### config.mk
export PLATFORM = sky130hd
export DESIGN_NAME = rr_mux_arbiter
export DESIGN_NICKNAME = d
export VERILOG_FILES = /design/src/rtl/rr_mux_arbiter.sv
export SDC_FILE = /design/constraint.sdc
export NUM_CORES = 1
export LEC_CHECK = 0
export ABC_AREA = 1
export BUFFER_PORTS_ARGS = -buffer_cell sky130_fd_sc_hd__buf_2
export CAP_MARGIN = 10
export CORE_UTILIZATION = 40
export CTS_CLUSTER_DIAMETER = 50
export DETAILED_ROUTE_END_ITERATION = 8
export GPL_TIMING_DRIVEN = 0
export PLACE_DENSITY = 0.66
export SLEW_MARGIN = 20
export SYNTH_ARGS = -nofsm -noshare
export SYNTH_HDL_FRONTEND = slang
export SYNTH_SLANG_ARGS = --single-unit
### constraint.sdc
create_clock -name clk -period 1.5 [get_ports clk]
set_input_delay 0.15 -clock clk [delete_from_list [all_inputs] [get_ports clk]]
set_output_delay 0.15 -clock clk [all_outputs]
set_load 0.02 [all_outputs]
### src/rtl/rr_mux_arbiter.sv
// Round-robin arbiter/sequencer for a shared 2^N:1 datapath mux.
// Holds a grant until done, owner withdrawal, or watchdog expiry; one idle cycle between grants.
module rr_mux_arbiter #(
  parameter int N   = 2,
  parameter int TMO = 16,
  parameter int CW  = 5
) (
  input  logic            clk,
  input  logic            rst,
  input  logic [2**N-1:0] req,
  input  logic            done,
  output logic [N-1:0]    sel,
  output logic [2**N-1:0] gnt,
  output logic            gnt_valid,
  output logic            tmo,
  output logic [N-1:0]    tmo_id
);
  localparam int NR = 2**N;
  localparam logic [NR-1:0] ONE = NR'(1);

  typedef enum logic {IDLE, BUSY} state_t;

  state_t        state_q, state_d;
  logic [N-1:0]  sel_q, sel_d, last_q, last_d, tmo_id_q, tmo_id_d;
  logic [NR-1:0] gnt_q, gnt_d;
  logic          vld_q, vld_d, tmo_q, tmo_d;
  logic [CW-1:0] cnt_q, cnt_d;
  logic [N-1:0]  win, idx;
  logic          found, wd_hit;

  // Search last+1 .. last+NR; N-bit addition wraps modulo NR for free.
  always_comb begin
    win   = '0;
    idx   = '0;
    found = 1'b0;
    for (int k = 1; k <= NR; k++) begin
      idx = last_q + k[N-1:0];
      if (!found && req[idx]) begin
        win   = idx;
        found = 1'b1;
      end
    end
  end

  assign wd_hit = (TMO != 0) && (cnt_q == CW'(TMO - 1));

  always_comb begin
    state_d  = state_q;
    sel_d    = sel_q;
    gnt_d    = gnt_q;
    vld_d    = vld_q;
    tmo_d    = 1'b0;
    tmo_id_d = tmo_id_q;
    cnt_d    = cnt_q;
    last_d   = last_q;
    case (state_q)
      IDLE: begin
        if (found) begin
          state_d = BUSY;
          sel_d   = win;
          gnt_d   = ONE << win;
          vld_d   = 1'b1;
          cnt_d   = '0;
        end
      end
      BUSY: begin
        if (done || !req[sel_q] || wd_hit) begin
          state_d = IDLE;
          gnt_d   = '0;
          vld_d   = 1'b0;
          last_d  = sel_q;
          // done and withdrawal both outrank the watchdog
          if (!done && req[sel_q] && wd_hit) begin
            tmo_d    = 1'b1;
            tmo_id_d = sel_q;
          end
        end else begin
          cnt_d = cnt_q + 1'b1;
        end
      end
      default: state_d = IDLE;
    endcase
  end

  always_ff @(posedge clk) begin
    if (rst) begin
      state_q  <= IDLE;
      sel_q    <= '0;
      gnt_q    <= '0;
      vld_q    <= 1'b0;
      tmo_q    <= 1'b0;
      tmo_id_q <= '0;
      cnt_q    <= '0;
      last_q   <= '1;
    end else begin
      state_q  <= state_d;
      sel_q    <= sel_d;
      gnt_q    <= gnt_d;
      vld_q    <= vld_d;
      tmo_q    <= tmo_d;
      tmo_id_q <= tmo_id_d;
      cnt_q    <= cnt_d;
      last_q   <= last_d;
    end
  end

  assign sel       = sel_q;
  assign gnt       = gnt_q;
  assign gnt_valid = vld_q;
  assign tmo       = tmo_q;
  assign tmo_id    = tmo_id_q;

endmodule

# [Yosys cells after proc, flatten, opt, wreduce, memory -nomap -nowiden]
# Cells that the tools add are included.
[totals] inputBits=7 wordCells=73 register_bits=18 out_inout_bits=10
[classes] n_eq_ne=4 shifts=1 n_addsub=4 order_cmp=5 mux=31 bitwise=2 reduce_logical=18
[ops] op="less-than comparator 2 x 3 -> 1 bit (second input constant)" n=5
[ops] op="2-to-1 mux 1 bit" n=14
[ops] op="binary-select mux 1 bit (select 2 bit)" n=5
[ops] op="2-to-1 mux 5 bit" n=2
[ops] op="one-hot mux 5 bit (2 select lines)" n=1
[ops] op="2-to-1 mux 2 bit" n=4
[ops] op="2-to-1 mux 4 bit" n=2
[ops] op="one-hot mux 4 bit (2 select lines)" n=1
[ops] op="AND reduction 2 bit" n=4
[ops] op="adder 5 x 1 -> 5 bit (second input constant)" n=1
[ops] op="== test 5 x 4 -> 1 bit (second input constant)" n=1
[ops] op="logical AND 1 bit" n=5
[ops] op="logical NOT 1 bit" n=5
[ops] op="adder 2 bit (second input constant)" n=2
[ops] op="inequality test 2 bit (second input constant)" n=2
[ops] op="one-hot mux 1 bit (2 select lines)" n=2
[ops] op="left shift 1 x 2 -> 4 bit (first input constant)" n=1
[ops] op="AND reduction 3 bit" n=1
[ops] op="OR reduction 3 bit" n=1
[ops] op="adder 2 x 1 -> 2 bit (second input constant)" n=1
[ops] op="logical OR 1 bit" n=2
[ops] op="inequality test 2 x 1 -> 1 bit (second input constant)" n=1
[ops] op="inverter 1 bit" n=2

# [Longest topological paths before layout]
# Gate-level depths: netlist of run 1.
[depth] depth_word=16 depth_mapped=13 mapped_depth_nobuf=12

# [Worst setup path before layout of run 1]
# Ideal clock, no wire load.
[synth_path] path_type="reg-to-reg" start="register cnt_q[0]" end="register cnt_q[4]" stages_incl_launch_ff=9 period_less_slack_ns=1.457 setup_time_ns=0.070 arrival_ns=1.387 path_buffers=0 path_slack_ns=0.043 required_ns=1.430 cell_sequence="dfxtp_1 > ha_1 > nand2_1 > nor2_1 > ha_1 > inv_1 > nand3_2 > or2_1 > a21oi_2"
[synth_between] elab_chain_len=4 word_cells_on_any_way=7 cone_classes="1 x add/sub; 2 x eq/ne; 2 x mux; 2 x reduce/logical"
[synth_lines] element="start: declaration" line="27" text="logic [CW-1:0] cnt_q, cnt_d;"
[synth_lines] element="start signal: assignment" line="102" text="cnt_q <= cnt_d;"
[synth_lines] element="parallel branches: the longest is 4 deep, another holds adder 5 x 1 -> 5 bit"
# Several ways; the timed one is not identified. The select of a mux whose other input is x is not followed.
# A chain may end at the register's enable or synchronous reset.

# [Worst setup path in the final report of run 1]
[layout_path] start="register last_q[0]" end="register cnt_q[4]"
[layout_between] elab_chain_len=15 word_cells_on_any_way=23 cone_classes="3 x add/sub; 1 x eq/ne; 12 x mux; 7 x reduce/logical"
[layout_lines] element="start: declaration" line="24" text="logic [N-1:0] sel_q, sel_d, last_q, last_d, tmo_id_q, tmo_id_d;"
[layout_lines] element="start signal: assignment" line="103" text="last_q <= last_d;"
[layout_lines] element="adder 2 x 1 -> 2 bit" line="37" text="idx = last_q + k[N-1:0];"
[layout_lines] element="binary-select mux 1 bit (select 2 bit)" line="38" text="if (!found && req[idx]) begin"
[layout_lines] element="2-to-1 mux 1 bit (not written as such)" line="38"
[layout_lines] element="2-to-1 mux 1 bit" line="38"
[layout_lines] element="logical NOT 1 bit" line="38"
[layout_lines] element="logical AND 1 bit" line="38"
[layout_lines] element="2-to-1 mux 1 bit" line="38"
[layout_lines] element="logical NOT 1 bit" line="38"
[layout_lines] element="logical AND 1 bit" line="38"
[layout_lines] element="2-to-1 mux 1 bit" line="38"
[layout_lines] element="logical NOT 1 bit" line="38"
[layout_lines] element="logical AND 1 bit" line="38"
[layout_lines] element="2-to-1 mux 1 bit *" line="38"
[layout_lines] element="inequality test 2 bit (no source line) *"
[layout_lines] element="AND reduction 2 bit (no source line) *"
# Mark *: on every way between the ends. The rest lies on a longest branch, timed or not. The select of a mux whose other input is x is not followed.

==> results.yml, run 1 <==
cts:
  worstSkewPairLatency_ps: 290
  clock-sinks: 18
  clock-root-buffer: "clkbuf_4"
  cts_tree: "done"
  htree_levels: 1
  cts-buffers-inserted: 3
  clk_path_buf_depth: 2
  path_clk_slew_ps: 100
  ctsHoldBuffers: 0
sta:
  hold_viol: 0
  fmax_mhz: 655
  finalSetupViolations: 5
  tightest_slew_ps: 627
  finClkSkew_ps: 5.53
  rsz0062_at_grt: "yes"
  slew_headroom_pct: 58.2
  slew_violations: 0
  layout_min_cycle_time_ps: 1530
  fin_crit_sh_pct: 102
  timing.final.ws_setup_ps: -26.0
cells_and_area:
  seqCellArea_um2: 369
  drive_above_1_share_pct: 45.5
  nets: 197
  area.growth.synth_to_final_pct: 29.9
  n_antenna_cell: 0
  final_common_cell: "nand2_1"
  final_cell_mix: "nand2_1 (33), inv_1 (16), buf_2 (16)"
  fin_cells: 218
  fill_cells: 260
  multiInputGateArea_um2: 764
setup_path:
  cpPeakStageDelay_ps: 380
  crit_path_start_kind: "register"
  path_cells: "buf_8 > nand2_2 > nand2_2 > nand2_2 > nand2_4 > nor2_4 > nand3_2 > nand2_4 > clkbuf_16 > nand3_2 > a21oi_2"
  cp.arrival_ps: 1760
  required_ps: 1730
  worstPathMaxFanout: 6
  crit_slowest_cell: "dfxtp_4"
  end_kind: "register"
  timing.critical_path.mode_cell: "nand2_2"
  critical_path_class: "reg -> reg"
detailed_routing:
  antenna_left: 0
  drt_iter0_markers: 34
  vias_per_cell: 5.10
  drc_errors: 0
  wl_per_cell_um: 12.1
  vias: 1112
  dr.pass1.iters: 4
  totalWireLength_um: 2640
run_status:
  failed_checks: "negative setup slack"
  status: "finished, violations left"
power:
  power-per-cell-area_nw_per_um2: 1590
  p_sw_share_pct: 45.9
  pwr-share-seq_pct: 28.1
  p_leak_nw: 0.700
  p_int_w: 0.00132
  p_comb_share_pct: 59.7
  p_sw_w: 0.00112
  vdd_drop_max_mv: 1.17
  finalPower_w: 0.00244
  power.clock.fraction_pct: 12.2
synthesis:
  syn_area_per_cell_um2: 7.32
  synth.distinct_cells: 26
  syn_nets: 170
  yosys_warnings: 0
  synthCells: 161
  yosysSeqAreaShare_pct: 30.6
  synth_area_um2: 1180
  ys_ff_latch: 18
global_routing:
  antenna_found_initial: 0
  grt_pass1_vias: 1011
  grt_max_degree: 11
  grt_pass1_wl_um: 4260
  overflow: 0
  grt_util_all_layers_pct: 16.7
floorplanning:
  die_w_um: 56.3
  die_h_um: 56.3
  core-area_um2: 2780
  dieArea_um2: 3170
  io-pin-count: 17
  start_util_pct: 42.4
  row_count: 19
hold_path:
  min_path_type: "in -> reg"
place:
  gp_congestion: 0.860
  dp_cells: 208
  dp_hpwl_um: 1880
  io_buffers: 16
flow_run:
  cap_violations: 0
-- stage by stage --
step / util (%) / hold WS (ps) / worst slack, ps / area (um^2) / setup TNS (ps)
6_report: 55.1 / 228 / -26.0 / 1530 / -67.4
5_1_grt: 55.1 / 234 / -110 / 1530 / -1160
3_5_place_dp: 46.6 / 449 / -124 / 1300 / -442
2_1_floorplan: - / 388 / 43.5 / 1180 / 0
4_1_cts: 50.4 / 218 / -7.56 / 1400 / -11.4
3_3_place_gp: 46.6 / 431 / -93.1 / 1300 / -258
-- synth_stat cells, drive strengths merged --
library cell | n | area, um^2
nand2 | 56 | 270
inv | 22 | 85.1
nand3 | 21 | 155
dfxtp | 18 | 360
a21oi | 12 | 90.1
nor2 | 9 | 41.3
o21ai | 6 | 30.0
o211ai | 4 | 30.0
buf | 3 | 42.5
ha | 2 | 25.0
nand4 | 2 | 12.5
a31oi | 1 | 6.26
clkbuf | 1 | 3.75
clkinv | 1 | 3.75
nor3b | 1 | 7.51
or2 | 1 | 6.26
xor2 | 1 | 8.76
-- timing repair --
action	4_1_cts	5_1_grt
gates resized for setup	12	20
gates cloned	0	2
endpoints found under the setup margin	12	16
pin swaps	3	9
buffers inserted	3	1
-- power groups by stage --
stage,combinational (W),sequential [W],clock (W)
floorplan,0.000863,0.000748,0
global route,0.00159,0.000701,0.000329
detailed placement,0.00119,0.000670,0
CTS,0.00126,0.000668,0.000308
finish,0.00146,0.000685,0.000297
global placement,0.00116,0.000669,0
-- flip-flops by register name (all words and copies together), names as in the netlist --
register / count
tmo: 1
gnt: 4
sel: 2
tmo_id: 2
cnt_q: 5
state_q: 1
gnt_valid: 1
last_q: 2
-- layout make-up --
type | instances | area share (%)
Multi-Input combinational cell | 116 | 49.9
Buffer | 4 | 3.51
Timing Repair Buffer | 22 | 11.3
Clock buffer | 4 | 2.37
Inverter | 23 | 6.29
Sequential cell | 18 | 24.1
Tap cell | 31 | 2.53
-- worst paths after layout --
path             start         to  slack [ps]  cells past startpoint
max          last_q[0]   cnt_q[4]         -30                     11
min reg2reg  tmo_id[0]  tmo_id[0]         460                      2
min               done        tmo         230                      4
max reg2reg  last_q[0]   cnt_q[4]         -30                     11
-- critical path, delay by kind of cell, from the launching register on --
kind | cells | cell delay (ps)
buffers and inverters | 2 | 300
and+or+nand+nor | 8 | 660
AOI/OAI and AO/OA | 1 | 120
DFF | 1 | 380
-- routing by layer --
layer / share of wire (%) / global-route usage (%)
met2: 48 / 27.7
met3: 4.2 / 5.07
met4: 0.34 / 2.09
met1: 47 / 22.1
met5: 0 / 0
-- kinds of logic after synthesis --
group	after synthesis	synth area share, %
adder cells (fa/ha/maj)	2	2.12
buffers and inverters	27	11.5
flip-flops	18	30.6
AND/OR/NAND/NOR	90	41.8
AO/OA/AOI/OAI	23	13.3
XOR/XNOR	1	0.743
(Power assumes the default switching activity.)
==> run 2, diff against run 1 <==
--- a/config.mk
+++ b/config.mk
@@ -13,6 +13,7 @@
 export DETAILED_ROUTE_END_ITERATION = 8
 export GPL_TIMING_DRIVEN = 0
 export PLACE_DENSITY = 0.66
+export RECOVER_POWER = 100
 export SLEW_MARGIN = 20
 export SYNTH_ARGS = -nofsm -noshare
 export SYNTH_HDL_FRONTEND = slang
==> results.yml, run 2 (synthesis gave the netlist of run 1 again) <==
setup_path:
  r2r_start: "cnt_q[0]"
  r2r_end: "cnt_q[4]"
  crit_start: "cnt_q[0]"
  end_kind: "register"
  required_ps: 1730
  critical_path_class: "reg -> reg"
  worstPathMaxFanout: 5
  crit_end: "cnt_q[4]"
  crit_path_start_kind: "register"
  rrSetupSlack_ps: -30
  cp.arrival_ps: 1760
  rr_worst_depth: 8
cells_and_area:
  largest_register_ffs: 5
  final_util_pct: 54.6
  area.growth.synth_to_final_pct: 28.8
  final_common_cell: "nand2_1"
  drive_above_1_share_pct: 40.1
  top_register: "cnt_q"
  fill_cells: 264
  n_antenna_cell: 0
  nets: 197
  final_cell_mix: "nand2_1 (33), inv_1 (16), dfxtp_1 (13)"
  design_area_um2: 1520
cts:
  worstSkewPairLatency_ps: 290
  clk_path_buf_depth: 2
  cts_tree: "done"
  path_clk_slew_ps: 100
  clock-root-buffer: "clkbuf_4"
  clock-sinks: 18
  ctsHoldBuffers: 0
  cts-buffers-inserted: 3
  htree_levels: 1
sta:
  timing.final.ws_setup_ps: -31.7
  finClkSkew_ps: 3.96
  finalSetupViolations: 8
  rsz0062_at_grt: "yes"
  hold_viol: 0
  layout_min_cycle_time_ps: 1530
  fin_crit_sh_pct: 102
  slew_violations: 0
  slew_headroom_pct: 58.3
  fmax_mhz: 653
  tightest_slew_ps: 626
hold_path:
  hp-start: "done"
  min_path_type: "in -> reg"
  whs_path_depth: 4
place:
  dp_hpwl_um: 1880
  io_buffers: 16
  place_area_um2: 1300
  gp_congestion: 0.860
  pre_cts_slack_ps: -124
power:
  p_comb_share_pct: 59.5
  p_sw_share_pct: 46.1
  pwr-share-seq_pct: 28.3
  power-per-cell-area_nw_per_um2: 1600
  p_int_w: 0.00131
  vdd_drop_max_mv: 1.17
  power.clock.fraction_pct: 12.2
  p_leak_nw: 0.664
  p_sw_w: 0.00112
detailed_routing:
  wl_per_cell_um: 12.1
  totalWireLength_um: 2630
  dr.pass1.iters: 4
  drc_errors: 0
  antenna_left: 0
  drt_iter0_markers: 33
  vias: 1099
  vias_per_cell: 5.04
floorplanning:
  die_w_um: 56.3
  die_h_um: 56.3
  core-area_um2: 2780
  start_util_pct: 42.4
  io-pin-count: 17
  row_count: 19
  dieArea_um2: 3170
global_routing:
  grt_pass1_wl_um: 4260
  grt_util_all_layers_pct: 16.7
  grt_max_degree: 11
  overflow: 0
  antenna_found_initial: 0
  grt_pass1_vias: 1011
run_status:
  status: "finished, violations left"
  failed_checks: "negative setup slack"
flow_run:
  cap_violations: 0
[run 2: cell count changes in the layout (fill, tap and decap cells not counted)]
cell      before  now
buf_2         16    7
clkbuf_1       1   10
ha_1           1    2
ha_2           1    0
[run 2: timing repair]
action / 4_1_cts / 5_1_grt
hold endpoints to repair: 0 / 0
setup buffers: 3 / 1
setup endpoints to repair: 12 / 16
resized for setup: 12 / 20
cloned: 0 / 2
pin swaps: 3 / 9
[run 2: worst min path at each step]
| stage | endpoint | slack [ps] |
|---|---|---|
| after floorplan | tmo | 390 |
| after global placement | tmo_id[0] | 430 |
| after detailed placement | tmo_id[1] | 450 |
| after CTS | tmo | 220 |
| after global routing | tmo | 230 |
| final | tmo | 230 |
[run 2: through the flow]
| step | power [W] | TNS (ps) | hold WS [ps] | cells |
|---|---|---|---|---|
| after floorplan | 0.00161 | 0 | 388 | 161 |
| after global placement | 0.00183 | -258 | 431 | 208 |
| after detailed placement | 0.00186 | -442 | 449 | 208 |
| after CTS | 0.00223 | -11.4 | 218 | 215 |
| after global routing | 0.00261 | -1250 | 234 | 218 |
| final | 0.00242 | -74.7 | 229 | 218 |
[run 2: power groups by stage]
| stage | Combinational, W | Sequential [W] | Clock (W) |
|---|---|---|---|
| global route | 0.00158 | 0.000702 | 0.000329 |
| floorplan | 0.000863 | 0.000748 | 0 |
| finish | 0.00144 | 0.000686 | 0.000296 |
| detailed placement | 0.00119 | 0.000670 | 0 |
| global placement | 0.00116 | 0.000669 | 0 |
| CTS | 0.00126 | 0.000668 | 0.000308 |
[run 2: layer usage]
layer | part of all wire [%] | vias to the layer above | GRT usage (%)
met5 | 0 | - | 0
met4 | 0.34 | 0 | 2.09
met3 | 4.1 | 2 | 5.07
met2 | 48 | 21 | 27.7
met1 | 47 | 506 | 22.1
li1 | - | 570 | -
[run 2: worst max-delay path, cell delays in order, from the launching register on]
cell and delay (ps):
dfxtp_2 330, ha_1 210, nand2_1 100, nor2_1 60, ha_1 210, inv_2 90, nand3_4 120, or2_1 260
a21oi_2 110
[run 2: final cells by class]
class	count	area [um^2]	share of cell area, %
Buffer	4	53.8	3.54
Clock buffer	4	36.3	2.39
Inverter	23	96.3	6.35
Multi-Input combinational cell	116	762	50.2
Sequential cell	18	369	24.3
Tap cell	31	38.8	2.56
Timing Repair Buffer	22	161	10.6
